[src/rtl/serial_adder_pkg.sv]
// Shared types for the bit-serial adder: FSM state encoding and counter sizing.
package serial_adder_pkg;

    typedef enum logic [1:0] {IDLE, RUN, DONE} sa_state_t;

    function automatic int cnt_width(input int width);
        return (width > 1) ? $clog2(width) : 1;
    endfunction

endpackage

[src/rtl/adder.sv]
// One-bit full-adder cell with per-bit generate/propagate; purely combinational.
module adder (
    input  logic a_i,
    input  logic b_i,
    input  logic carry_i,
    output logic sum_o,
    output logic carry_o,
    output logic g_o,
    output logic p_o
);

    // Propagate is the XOR form so group P means "carry-in passes straight through".
    assign g_o     = a_i & b_i;
    assign p_o     = a_i ^ b_i;
    assign sum_o   = p_o ^ carry_i;
    assign carry_o = g_o | (p_o & carry_i);

endmodule

[src/rtl/serial_adder_ctrl.sv]
// Bit-serial WIDTH-bit adder: accepts operands in IDLE, runs WIDTH cycles LSB first through
// one adder cell, then holds sum/carry/group G/P in DONE until the result is taken.
module serial_adder_ctrl
    import serial_adder_pkg::*;
#(
    parameter int WIDTH = 8
) (
    input  logic             clk_i,
    input  logic             rst_i,
    input  logic [WIDTH-1:0] a_i,
    input  logic [WIDTH-1:0] b_i,
    input  logic             carry_i,
    input  logic             valid_i,
    output logic             ready_o,
    output logic [WIDTH-1:0] sum_o,
    output logic             carry_o,
    output logic             G_o,
    output logic             P_o,
    output logic             valid_o,
    input  logic             ready_i
);

    localparam int CW = cnt_width(WIDTH);
    localparam logic [CW-1:0] LAST = CW'(WIDTH - 1);

    sa_state_t        state_q, state_d;
    logic [CW-1:0]    cnt_q, cnt_d;
    logic [WIDTH-1:0] a_sh_q, a_sh_d;
    logic [WIDTH-1:0] b_sh_q, b_sh_d;
    logic [WIDTH-1:0] sum_sh_q, sum_sh_d;
    logic             carry_q, carry_d;
    logic             g_acc_q, g_acc_d;
    logic             p_acc_q, p_acc_d;
    logic             cin_q, cin_d;

    logic cell_sum, cell_carry, cell_g, cell_p;

    adder u_cell (
        .a_i     (a_sh_q[0]),
        .b_i     (b_sh_q[0]),
        .carry_i (carry_q),
        .sum_o   (cell_sum),
        .carry_o (cell_carry),
        .g_o     (cell_g),
        .p_o     (cell_p)
    );

    always_ff @(posedge clk_i or posedge rst_i) begin
        if (rst_i) begin
            state_q  <= IDLE;
            cnt_q    <= '0;
            a_sh_q   <= '0;
            b_sh_q   <= '0;
            sum_sh_q <= '0;
            carry_q  <= 1'b0;
            g_acc_q  <= 1'b0;
            p_acc_q  <= 1'b1;
            cin_q    <= 1'b0;
        end else begin
            state_q  <= state_d;
            cnt_q    <= cnt_d;
            a_sh_q   <= a_sh_d;
            b_sh_q   <= b_sh_d;
            sum_sh_q <= sum_sh_d;
            carry_q  <= carry_d;
            g_acc_q  <= g_acc_d;
            p_acc_q  <= p_acc_d;
            cin_q    <= cin_d;
        end
    end

    always_comb begin
        state_d  = state_q;
        cnt_d    = cnt_q;
        a_sh_d   = a_sh_q;
        b_sh_d   = b_sh_q;
        sum_sh_d = sum_sh_q;
        carry_d  = carry_q;
        g_acc_d  = g_acc_q;
        p_acc_d  = p_acc_q;
        cin_d    = cin_q;
        ready_o  = 1'b0;
        valid_o  = 1'b0;
        sum_o    = '0;
        carry_o  = 1'b0;
        G_o      = 1'b0;
        P_o      = 1'b0;

        case (state_q)
            IDLE: begin
                ready_o = 1'b1;
                if (valid_i) begin
                    a_sh_d   = a_i;
                    b_sh_d   = b_i;
                    carry_d  = carry_i;
                    cin_d    = carry_i;
                    sum_sh_d = '0;
                    cnt_d    = '0;
                    g_acc_d  = 1'b0;
                    p_acc_d  = 1'b1;
                    state_d  = RUN;
                end
            end
            RUN: begin
                a_sh_d   = a_sh_q >> 1;
                b_sh_d   = b_sh_q >> 1;
                // New sum bit enters at the MSB so after WIDTH shifts bit 0 sits at the LSB.
                sum_sh_d = (sum_sh_q >> 1) | (WIDTH'(cell_sum) << (WIDTH - 1));
                carry_d  = cell_carry;
                g_acc_d  = cell_g | (cell_p & g_acc_q);
                p_acc_d  = p_acc_q & cell_p;
                cnt_d    = cnt_q + 1'b1;
                if (cnt_q == LAST) begin
                    state_d = DONE;
                end
            end
            DONE: begin
                valid_o = 1'b1;
                sum_o   = sum_sh_q;
                carry_o = carry_q;
                G_o     = g_acc_q;
                P_o     = p_acc_q;
                if (ready_i) begin
                    state_d = IDLE;
                end
            end
            default: state_d = IDLE;
        endcase
    end

    a_carry_gp : assert property (@(posedge clk_i) disable iff (rst_i)
        (state_q == DONE) |-> (carry_o == (G_o | (P_o & cin_q))));

endmodule

[config.mk]
export PLATFORM = sky130hd
export DESIGN_NAME = serial_adder_ctrl
export DESIGN_NICKNAME = d
export VERILOG_FILES = /design/src/rtl/serial_adder_pkg.sv /design/src/rtl/adder.sv /design/src/rtl/serial_adder_ctrl.sv
export SDC_FILE = /design/constraint.sdc
export NUM_CORES = 1
export LEC_CHECK = 0
export BUFFER_PORTS_ARGS = -buffer_cell sky130_fd_sc_hd__buf_2
export CORE_MARGIN = 1
export CORE_UTILIZATION = 54
export DETAILED_ROUTE_END_ITERATION = 7
export HOLD_SLACK_MARGIN = 0.1
export PLACE_DENSITY = 0.79
export SLEW_MARGIN = 25
export SYNTH_ARGS = -nofsm -noshare
export SYNTH_HDL_FRONTEND = slang
export SYNTH_HIERARCHICAL = 1
export SYNTH_SLANG_ARGS = --single-unit
[constraint.sdc]
create_clock -name clk_i -period 1.9 [get_ports clk_i]
set_clock_uncertainty 0.05 [all_clocks]
set_input_delay 0.57 -clock clk_i [delete_from_list [all_inputs] [get_ports clk_i]]
set_output_delay 0.57 -clock clk_i [all_outputs]
set_load 0.01 [all_outputs]
* After elaboration in Yosys (flattened, before gate mapping)
Cells that the tools add are included.
Operators by class: $add $sub $neg 1, eq/ne operators 6, multiplexer cells 24, bitwise operators 9, reductions and logical operators 4
Operators with widths (count):
- $pmux 8 s2 | 3
- $mux 8 | 4
- $mux 1 | 8
- $or 7x8->8 | 1
- $mux 2 | 3
- $ne 2x2->1 const B | 3
- $pmux 1 s2 | 3
- $pmux 2 s3 | 1
- $pmux 3 s2 | 1
- $and 1x1->1 | 4
- $add 3x1->3 const B | 1
- $eq 3x3->1 const B | 1
- $mux 3 | 1
- $reduce_and 3->1 | 1
- $eq 2x1->1 const B | 1
- $eq 2x2->1 const B | 1
- $logic_not 2->1 | 1
- $or 1x1->1 | 2
- $reduce_and 2->1 | 1
- $reduce_bool 2->1 | 1
- $xor 1x1->1 | 2
Word-level totals: register bits after elaboration 32, input bits 21

* Logic depth before layout (Yosys ltp)
depth in word-level cells 4, mapped depth 5, depth with buffers taken out 4

* By module
Netlist, hierarchy kept.
Modules (own cells, without submodules):
- serial_adder_ctrl | times used 1, cells an instance 152, area an instance 1615.3 um^2, sequential area each 802.0 um^2
- adder | times used 1, cells an instance 2, area an instance 32.5 um^2, sequential area each 0.0 um^2

* Worst setup path before layout
OpenSTA, ideal clock, no wires.
path type reg2out, start reg state_q[0], end out G_o, arrival 954 ps, required time 1280 ps, slack 326 ps, stages on the path, launching flop included 4, cells stage by stage dfrtp_1 inv_1 clkbuf_1 and3_1
Between the ends: cells in the longest elaborated chain, start to end 2
Ends and longest elaborated chain:
- start: declaration | line serial_adder_ctrl.sv:26 | sa_state_t state_q, state_d;
- start signal: assignment | line serial_adder_ctrl.sv:60 | state_q <= state_d;
- $eq 2x2->1 | line serial_adder_ctrl.sv:89 | case (state_q)
- $mux 1 | line serial_adder_ctrl.sv:89
- end: declaration | line serial_adder_ctrl.sv:17 | output logic G_o,
Every way passes these cells.

* Final worst setup path
start reg state_q[1], end out ready_o
Between the ends: cells in the longest elaborated chain, start to end 2
Ends and longest elaborated chain:
- $logic_not 2->1 | line serial_adder_ctrl.sv:89
- $mux 1 | line serial_adder_ctrl.sv:89
- end: declaration | line serial_adder_ctrl.sv:14 | output logic ready_o,
Every way passes these cells.

==> implementation parameters <==
Parameter                              Value

Final layout
  Area added between synthesis and finish ... 17.16%
  Ratio of cells with drive above 1 in the final layout ... a little under two fifths
  Diode count ... 0
  Most common cell after layout, fill and taps aside ... sky130_fd_sc_hd__buf_2
  Net count, final ... roughly 220
  Highest-count cells in the layout ignoring fill and taps ... sky130_fd_sc_hd__buf_2 (32), sky130_fd_sc_hd__nor2_1 (31), sky130_fd_sc_hd__dfrtp_1 (29)

Die
  Cell row count ... 19
  Effective utilization at floorplan ... between 50% and 60%
  I/O pins ... 34
  Die height ... between 50 and 60 µm
  Die outline area ... around 3300 µm²
  Width of the chip ... ~57 µm
  Floorplan core area ... 2829 µm²

Clock tree
  Clk pin slew, worst setup/hold paths ... ~100 ps
  Max H-tree Level ... 2
  TritonCTS buffer count ... 5
  Clock Root Buffer ... sky130_fd_sc_hd__clkbuf_4
  Largest buffer count on any clock path ... 2
  TritonCTS Sinks ... 32
  Quantity of hold-fixing buffers added after cts ... 0
  CTS tree ... built
  Source-to-sink clock delay at the later pin of the worst-skew pair ... approximately 330 ps

Power and ir drop
  Max rail drop VDD ... 0.0007808 V
  Total net switching power ... around 1.1 mW
  P_int ... around 1.8 mW
  Logic pwr share ... between 40% and 50%
  PD cells ... between 1500 and 2000 nW/µm²
  Power share of the clock group ... 14.2%
  Leakage power ... slightly below 1 nW
  Switching share of total power ... 38.35%
  Reg power frac ... a little over two fifths

Drt
  Number of iterations in the first detailed-routing pass ... 6
  Vias per inst ... 5.763
  Wire per inst ... approximately 16 µm
  Final Routed Wirelength ... between 3 and 4 mm
  Vias ... 1291
  DR DRC count ... 6
  Initial DRC Count ... 72
  Post-route antenna net violation count ... 0

Critical path
  Launching point of the worst reg2reg path ... state_q[1]$_DFFE_PP0P_
  Top fanout value on the critical path ... 5
  Cell family with most CP delay ... flip-flops
  Kind of launch point of the worst setup path ... flip-flop
  Critical-path cell list ... or2_4 -> inv_8 -> buf_6
  Category of the most critical setup path ... flip-flop to output pin
  Sort of element at the end of the critical path ... output pin
  Critical Path AT ... 1230 ps
  Worst-path cell with the longest stage delay ... sky130_fd_sc_hd__dfrtp_2
  Required time at the worst-slack endpoint ... approximately 1300 ps
  Peak per-stage delay on the critical path ... around 460 ps
  Launching element of the worst setup path ... state_q[1]$_DFFE_PP0P_
  Worst path buffer plus inverter count ... 2

Timing
  Setup WS post-layout ... approximately 53 ps
  Max-slew violation count ... 0
  Final hold vios ... 0
  Max frequency ... about 540 MHz
  Setup-failing EPs final ... 0
  Final period demand of the worst path ... roughly 1800 ps
  Fin Setup TNS ... 0 ps
  Slew @ Worst Pin ... 713.0 ps
  Share of the clock period used by the worst path after layout ... 97.22%
  Unrepaired setup endpoints after global routing ... no
  Worst slew slack as a fraction of its limit ... ~52%

Run
  Max Cap Violations ... 0

Global routing
  Via count of the first global-routing pass ... between 1000 and 1500
  Remaining global-route overflow ... 0
  First-pass GRT wire length ... 6.023 mm
  Pin count of the biggest net entering global routing ... 33
  Antenna violations before repair ... 0
  Tot GR Track Use ... 24.65%

Yosys
  Share of cell area taken by muxes after synthesis ... 0%
  Share of synthesized cell area in full adder, half adder and majority cells ... 3.493%
  Synth Net Count ... roughly 180
  Register area share after synthesis ... about half
  Dominant combinational cell family by area after synthesis ... compound AO/OA/AOI/OAI gates
  Count of distinct cell types in the synthesized netlist ... 29
  Simple-gate area share of the yosys netlist ... between 15 and 20%
  Number of warning messages in the yosys log ... 6
  Synthesis-stage register bit count ... 32
  Share of the synthesized area in compound gates (AO/OA/AOI/OAI) ... 21.72%
  Xor/xnor share of the synthesized area ... 0%
  Number of cells produced by synthesis ... 154
  Synth Cell Area ... ~1600 µm²
  Post-Syn Area per Cell ... approximately 11 µm²

Placed design
  Number of buffer cells added on primary ports ... 33
  Post-detail-place hpwl ... between 2 and 2.5 mm
  Final weighted congestion in routability-driven placement ... about 0.80
  Post-place setup slack ... between 200 and 300 ps

Status
  Violations in the final reports ... design-rule violations
  Result of the run ... finished, violations left

Min path
  Min-delay worst type ... input pin to asynchronous set/reset pin
==> per-stage QoR <==
stage / total power [mW] / utilization, % / hold slack [ps] / cell area [µm²] / cells
2_1_floorplan: 2.153 / - / 403.7 / 1648 / 154
3_3_place_gp: 2.335 / 64.79 / 421.5 / 1833 / 214
3_5_place_dp: 2.437 / 64.79 / 433.1 / 1833 / 214
4_1_cts: 2.879 / 67.23 / 257.2 / 1902 / 223
5_1_grt: 3.137 / 68.24 / 288.7 / 1931 / 224
6_report: 2.906 / 68.24 / 252.6 / 1931 / 224
==> worst register-to-register path, cell delays in order, from the launching register on <==
cell                      delay, ps
sky130_fd_sc_hd__dfrtp_2        460
sky130_fd_sc_hd__buf_4          160
sky130_fd_sc_hd__nor2_1         560
sky130_fd_sc_hd__a22o_1         270
==> flip-flops by register name, indices dropped and copies added (netlist names) <==
name      cells
b_sh_q        8
p_acc_q       1
g_acc_q       1
cnt_q         3
sum_sh_q      8
carry_q       1
state_q       2
a_sh_q        8
==> layout make-up <==
type                            count  area, µm²
Fill cell                         235      898.4
Sequential cell                    32      804.5
Multi-Input combinational cell     98      719.4
Timing Repair Buffer               43      254.0
Clock buffer                        8      58.81
Inverter                           12      55.05
Tap cell                           31      38.79
==> power by group through the flow <==
stage          clock network [mW]  registers [mW]  logic, mW
2_1_floorplan                   0            1.16      0.993
3_3_place_gp                    0            1.20       1.14
3_5_place_dp                    0            1.22       1.21
4_1_cts                     0.421            1.21       1.24
5_1_grt                     0.451            1.26       1.42
6_report                    0.412            1.23       1.27
==> routing by layer <==
metal  share of wire [%]  vias to the layer above  global-route usage (%)
met5                   0                        -                       0
met4                 2.6                        0                   11.15
met3                 4.4                       11                   5.215
met2                  50                       40                   39.50
met1                  43                      620                   32.38
li1                    -                      620                       -
==> synth_stat cells, drive strengths merged <==
library cell	number	area (µm²)
a211oi	8	75.08
o21ba	1	16.27
and3	11	68.82
a21oi	2	10.01
nor2	32	120.1
a311oi	7	105.1
o21bai	1	7.510
nor3b	8	80.08
dfrtp	31	775.7
a22oi	1	7.510
clkbuf	4	17.52
buf	8	61.31
a22o	11	96.34
o21ai	4	20.01
nand2b	2	12.51
inv	12	52.55
a32o	2	20.02
dfstp	1	26.28
nand2	3	11.26
or2	1	6.260
fa	1	20.02
ha	3	37.54
==> path summary, 6_finish.rpt <==
| kind | end | slack [ps] | depth (start not counted) |
|---|---|---|---|
| setup reg to reg | state_q[1]$_DFFE_PP0P_ | 340 | 3 |
| hold / removal | a_sh_q[0]$_DFFE_PP0P_ | 250 | 3 |
| hold reg to reg | a_sh_q[7]$_DFFE_PP0P_ | 450 | 1 |
| setup / recovery | ready_o | 50 | 3 |
| min in group clk_i | a_sh_q[7]$_DFFE_PP0P_ | 440 | 2 |
| max in group asynchronous | p_acc_q$_DFFE_PP1P_ | 1220 | 3 |
==> cell families (layout without fill, tap and decap cells) <==
group / Yosys count / after routing
and+or+nand+nor: 57 / 57
AOI/OAI and AO/OA: 37 / 37
DFF: 32 / 32
buffers and inverters: 24 / 63
adders and majority gates: 4 / 4
==> timing repair <==
item                                    CTS  global route
gates cloned                              0             1
hold endpoints to repair                  0             0
gates resized for setup                   2             8
endpoints found under the setup margin   12            12
pin swaps                                 1             1
setup buffers                             1             0
Power figures use the tool's default switching activity.
